File: src/rtl/bcd_digit_to_bin.sv
// bcd_digit_to_bin
// Digit-serial BCD-to-binary converter. BCD digits arrive most-significant
// first over a valid/ready handshake and are folded into acc = acc*10 + digit.
// Once the frame's last digit is taken, the binary result is held until the
// consumer takes it.
//
// Optional feature macro: BCD2BIN_ERR_EN
//   defined   -> non-BCD digits (A-F) and digits beyond NDIG raise out_err_o
//   undefined -> no error tracking, out_err_o tied low

module bcd_digit_to_bin #(
   parameter int NDIG = 4,
   parameter int W    = 14
) (
   input  logic         clk_i,
   input  logic         rst_ni,
   input  logic         in_valid_i,
   output logic         in_ready_o,
   input  logic [3:0]   in_digit_i,
   input  logic         in_last_i,
   output logic         out_valid_o,
   input  logic         out_ready_i,
   output logic [W-1:0] out_bin_o,
   output logic         out_err_o
);

   localparam int CW = $clog2(NDIG + 1);
   localparam logic [CW-1:0] NDIG_C = CW'(NDIG);

   typedef enum logic {
      ACC  = 1'b0,
      DONE = 1'b1
   } state_t;

   state_t         state_q, state_d;
   logic [W-1:0]   acc_q, acc_d;
   logic [CW-1:0]  cnt_q, cnt_d;
   logic           digit_accept;
   logic           result_accept;
   logic           room_left;
   logic [W-1:0]   digit_ext;

   // Handshake qualifiers are built from the registered state only, so none of
   // the outputs depend combinationally on the inputs.
   assign digit_accept  = in_valid_i && (state_q == ACC);
   assign result_accept = out_ready_i && (state_q == DONE);
   assign room_left     = (cnt_q < NDIG_C);
   assign digit_ext     = {{(W-4){1'b0}}, in_digit_i};

   // Next-state logic: accumulate digits while in ACC (dropping any beyond
   // NDIG), move to DONE on the last digit, and clear everything when the
   // consumer takes the result.
   always_comb begin
      state_d = state_q;
      acc_d   = acc_q;
      cnt_d   = cnt_q;
      unique case (state_q)
         ACC: begin
            if (digit_accept) begin
               if (room_left) begin
                  acc_d = (acc_q << 3) + (acc_q << 1) + digit_ext;
                  cnt_d = cnt_q + CW'(1);
               end
               if (in_last_i) begin
                  state_d = DONE;
               end
            end
         end
         DONE: begin
            if (result_accept) begin
               state_d = ACC;
               acc_d   = '0;
               cnt_d   = '0;
            end
         end
         default: begin
            state_d = ACC;
         end
      endcase
   end

   // State, accumulator and digit counter; reset discards any partial or held
   // frame and returns to an empty ACC state.
   always_ff @(posedge clk_i) begin
      if (!rst_ni) begin
         state_q <= ACC;
         acc_q   <= '0;
         cnt_q   <= '0;
      end else begin
         state_q <= state_d;
         acc_q   <= acc_d;
         cnt_q   <= cnt_d;
      end
   end

`ifdef BCD2BIN_ERR_EN
   logic err_q, err_d;

   // The error flag is sticky for the whole frame: set by a non-BCD digit or by
   // a digit arriving after NDIG were already taken, cleared only when the
   // result is consumed.
   always_comb begin
      err_d = err_q;
      if (digit_accept) begin
         if (!room_left || (in_digit_i > 4'd9)) begin
            err_d = 1'b1;
         end
      end
      if (result_accept) begin
         err_d = 1'b0;
      end
   end

   // Error flag register.
   always_ff @(posedge clk_i) begin
      if (!rst_ni) begin
         err_q <= 1'b0;
      end else begin
         err_q <= err_d;
      end
   end

   assign out_err_o = err_q;
`else
   assign out_err_o = 1'b0;
`endif

   assign in_ready_o  = (state_q == ACC);
   assign out_valid_o = (state_q == DONE);
   assign out_bin_o   = acc_q;

endmodule
File: config.mk
export PLATFORM = sky130hd
export DESIGN_NAME = bcd_digit_to_bin
export DESIGN_NICKNAME = d
export VERILOG_FILES = /design/src/rtl/bcd_digit_to_bin.sv
export SDC_FILE = /design/constraint.sdc
export NUM_CORES = 1
export LEC_CHECK = 0
export CAP_MARGIN = 5
export CORE_UTILIZATION = 47
export DETAILED_ROUTE_END_ITERATION = 16
export PLACE_DENSITY = 0.78
export SYNTH_ARGS = -nofsm -noshare
export SYNTH_HDL_FRONTEND = slang
export SYNTH_SLANG_ARGS = --single-unit
File: constraint.sdc
create_clock -name clk_i -period 2.76 [get_ports clk_i]
set_input_delay 0.552 -clock clk_i [delete_from_list [all_inputs] [get_ports clk_i]]
set_output_delay 0.552 -clock clk_i [all_outputs]
set_load 0.02 [all_outputs]
After elaboration in Yosys (flattened, before gate mapping)
Cells that the tools add are included.

operators by class
  bitwise logic cells = 1
  mux-type cells = 12
  reduce and logical (&&, ||, !) cells = 3
  $lt $le $gt $ge = 1
  eq/ne operators = 3
  add/sub/neg operators = 3

operators with widths
  cell                                                   number
  two-way mux 14 bit                                     3
  one-hot mux 14 bit (2 select lines)                    1
  adder 14 bit                                           1
  adder 14 x 4 -> 14 bit                                 1
  two-way mux 3 bit                                      3
  inequality test 2 x 1 -> 1 bit, second input constant  3
  one-hot mux 3 bit (2 select lines)                     1
  adder 3 x 1 -> 3 bit, second input constant            1
  < comparator 3 bit, second input constant              1
  two-way mux 1 bit                                      3
  AND reduction 3 bit                                    1
  logical AND 1 bit                                      2
  one-hot mux 1 bit (2 select lines)                     1
  NOT 1 bit                                              1

storage, ports and cells
  input bits = 9
  flip-flop bits (word level) = 18
  logic and storage cells = 26

Depth between registers and ports, before layout
  word-level depth = 5
  mapped depth = 10
  depth with buffers taken out = 10

Least setup slack after synthesis
No wires, ideal clock.

  path kind = input to register
  from = input port in_digit_i[3]
  to = register acc_q[12] (netlist: out_bin_o[12])
  data required time = 2,676 ps
  arrival time = 2,536 ps
  buffers on the path = 0
  path slack = 140 ps
  cell stages on the path = 9
  cell sequence = inv_1 fa_1 fa_1 and2b_1 o21ai_1 a21o_1 a21o_1 and3b_1 o31ai_2

on the way
  longest elaborated chain between the ends = 4

ends and longest elaborated chain
  what                                 line  text
  start: declaration                   19    input logic [3:0] in_digit_i,
  adder 14 x 4 -> 14 bit               61    acc_d = (acc_q << 3) + (acc_q << 1) + digit_ext;
  two-way mux 14 bit                   60    if (room_left) begin
  two-way mux 14 bit                   59    if (digit_accept) begin
  one-hot mux 14 bit (2 select lines)  57    unique case (state_q)
  end signal: assignment               87    acc_q <= '0;
  end signal: assignment               91    acc_q <= acc_d;
  end: declaration                     36    logic [W-1:0] acc_q, acc_d;

No other way between the ends. The select of a mux whose other input is x is not followed.
A chain may end at the register's enable or synchronous reset.

Final worst setup path
  from = input port in_digit_i[2]
  to = register acc_q[12] (netlist: out_bin_o[12])

Same word-level chain as after synthesis.

==> results_dict.tcl <==
set metrics [dict create \
    run_status "finished with violations" \
    violated_checks "DRC" \
    endpoint_kind "flip-flop" \
    clock_power_share_pct 18.9 \
    drc 8 \
    synth-edff-count 0 \
    wire_length_of_the_first_global_routing_pass_um 5464 \
    number_of_antenna_violations_at_the_first_check_in_global_routing 0 \
    setup.reg_to_reg.worst_slack_ns 0.22 \
    synth.yosys.warnings 0 \
    period_share_pct 96.66 \
    clock_tree.htree_level_count 1 \
    cts_tree "yes" \
    power.share.switching_pct 35.01 \
    syn-num-nets 191 \
    placement.io_buffers 24 \
    place_inst 216 \
    coreArea_sq_um 2805 \
    place.gp.congestion 0.9034 \
    cell_types_occupying_the_most_area_after_synthesis "dfxtp_1 (26%), ha_1 (20%), nor2b_1 (6.7%)" \
    holdBufCountCts 0 \
    cts_buffers 3 \
    synth.cell_area_sq_um 1408 \
    whs_endpoint "out_bin_o[13]" \
    yosysTopAreaCell "dfxtp_1" \
    synth_top_cells_by_count "ha_1 (23), dfxtp_1 (18), nor2b_1 (15)" \
    clock_path_buffers 2 \
    ys_seq_elements 18 \
    tritoncts_num_sinks 18 \
    post-synth-top-count-cell "ha_1" \
    leakage_power_summed_over_all_cells_nw 0.7782 \
    fp.dieArea_sq_um 3218 \
    power_uw 716.5 \
    hold_path.class "reg2reg" \
    crit_path_max_incr_delay_ns 0.40 \
    worstMarginPinSlew_ns 0.6178 \
    fmax_ghz 0.3749 \
    finalNetCount 227 \
    r2r_start "out_bin_o[2]" \
    worstSetupPathType "in2reg" \
    timing.slew.headroom_pct 58.71 \
    via_count 1261 \
    drt_first_pass_iters 11 \
    post-synth-top-area-fraction_pct 25.60 \
    grt_max_degree 20 \
    seq_power_share_pct 42.0 \
    power_per_cell_area_nw_per_um2 396.8 \
    wl_per_cell_um 14.48 \
    antenna_left 0 \
    number_of_diodes 0 \
    final_layout_size_suffix_gt1_share_pct 15.71 \
    rsz0062_at_grt "false" \
    cp_data_required_time_ns 2.98 \
    multiInputGateArea_sq_um 1002 \
    die_h_um 56.73 \
    layout-area-overhead-vs-synth_pct 28.27 \
    worst-endpoint-arrival_ns 2.89 \
    number_of_design_rule_violations_left_by_the_first_detailed_router_iteration 23 \
    internal_power_uw 465.6 \
    final_setup_fails 0 \
    timing.clock.skew_ns 0.004975 \
    floorplan.initialDensity_pct 50.18 \
    first_global_vias 1270 \
    finalMaxSlewViolations 0 \
    ff2ff_path_depth 11 \
    hold_start "out_bin_o[13]" \
    dp_hpwl_um 2497 \
    grt_overflow 0 \
    worst_reg2reg_endpoint "out_bin_o[13]" \
    combPwrFrac_pct 39.1 \
    layout.core_utilization_pct 64.36 \
    cts_root_buffer "clkbuf_4" \
    finalCriticalPeriod_ns 2.668 \
    power.switching_uw 250.9 \
    crit_path_frequent_cell "a21o_1" \
    timing.max_cap.violations 0 \
    critical_path.slowest_cell "clkdlybuf4s50_1" \
    crit_chain "clkdlybuf4s50_1, ha_1, ha_2, inv_1, fa_2, and2b_1, o21ai_1, a21o_1, a21o_1, and3b_1, o31ai_2" \
    clock_latency_ns 0.30 \
    min_delay_path_depth 2 \
    yosys.cell_types.count 40 \
    worst_setup_hold_path_clk_slew_ns 0.11 \
    proportion_of_synthesized_flip_flops_having_asynchronous_set_or_reset_pct 0 \
    grtUsageTotal_pct 21.91 \
    io-pin-count 26 \
    detail_route.vias_per_cell 5.680 \
    postSynth.topFlopCell "dfxtp_1" \
    avgSynthCellArea_sq_um 8.966 \
    timing_hold_violations_final 0 \
    irDropWorstVdd_v 0.0001780 \
    area.sequential_sq_um 360.3 \
    timing.critical_path.from_type "input port" \
    fin_cells 222 \
    path_max_fanout 4 \
    fillers 256 \
    num_rows 19 \
    route.final.wire_length_um 3215 \
    dieWidth_um 56.73 \
    synth.yosys.seq_area_share_pct 25.60 \
    syn_inst_count 157 \
]
-- worst max-delay path by stage --
stage,end,start,cells after the start
finish,out_bin_o[12],in_digit_i[2],11
global route,out_bin_o[10],in_digit_i[2],11
CTS,out_bin_o[13],in_digit_i[3],12
detailed placement,out_bin_o[12],in_digit_i[3],10
global placement,out_bin_o[12],in_digit_i[3],10
floorplan,out_bin_o[12],in_digit_i[3],9
-- layer usage --
metal  up-vias  wire length (um)  GRT usage [%]
met5         -                 0              0
met4         0                49          6.429
met3         5               120          2.765
met2        33              1632          40.14
met1       589              1412          26.38
li1        634                 -              -
-- flip-flops by register name (all words and copies together) (netlist names) --
signal and cells:
cnt_q 3, out_valid_o 1, out_bin_o 14
-- power by group through the flow --
stage	Combinational [mW]	Clock, mW	Sequential (mW)
after detailed placement	0.270	0	0.307
final	0.280	0.136	0.301
after global routing	0.310	0.147	0.304
after floorplan	0.157	0	0.322
after global placement	0.257	0	0.306
after CTS	0.274	0.136	0.301
-- critical path, delay by kind of cell --
kind | cells | cell delay [ns]
adders and majority gates | 3 | 0.83
AOI/OAI and AO/OA | 4 | 0.68
buffers and inverters | 2 | 0.47
and+or+nand+nor | 2 | 0.36
-- layout make-up --
cell class | count | share of cell area [%]
flip-flops and latches | 18 | 19.96
clock buffers | 3 | 1.247
multi-input cells | 121 | 55.51
well taps | 31 | 2.148
inverters | 13 | 2.703
repair buffers | 36 | 18.43
-- through the flow --
| stage | hold slack (ns) | cell area [sq um] | TNS, ns | setup slack, ns |
|---|---|---|---|---|
| after CTS | 0.4664 | 1765 | 0 | 0.01220 |
| after global routing | 0.4992 | 1805 | 0 | 0.003622 |
| after detailed placement | 0.4513 | 1729 | -3.085 | -0.4602 |
| final | 0.4629 | 1805 | 0 | 0.09231 |
| after floorplan | 0.4920 | 1408 | 0 | 0.1399 |
| after global placement | 0.4467 | 1729 | -2.368 | -0.3873 |
-- placed cells by master, fill, tap and decap left out, types with 6 or more instances in the layout --
cell             netlist  final
buf_4                  1     12
dfxtp_1               18     18
a22oi_1                7      7
clkdlybuf4s50_1        0     23
inv_1                 13     12
nor2b_1               15     15
ha_1                  23     21
nand3_1                6      6
-- logic make-up (layout without fill, tap and decap cells) --
family	count (synthesis)	in the layout	share of synthesized area (%)
AO/OA/AOI/OAI	45	45	24.00
buffers and inverters	18	52	5.245
other	1	1	0.2664
XOR/XNOR	6	6	3.733
multiplexers	2	2	1.422
flip-flops	18	18	25.60
adder cells (fa/ha/maj)	25	25	23.29
AND/OR/NAND/NOR	42	42	16.45
-- repair_timing --
| action | in CTS | in global routing |
|---|---|---|
| gates cloned | 0 | 0 |
| setup buffers | 1 | 2 |
| endpoints found under the setup margin | 7 | 6 |
| pin swaps | 8 | 11 |
| resized for setup | 2 | 5 |
(Power assumes the default switching activity.)
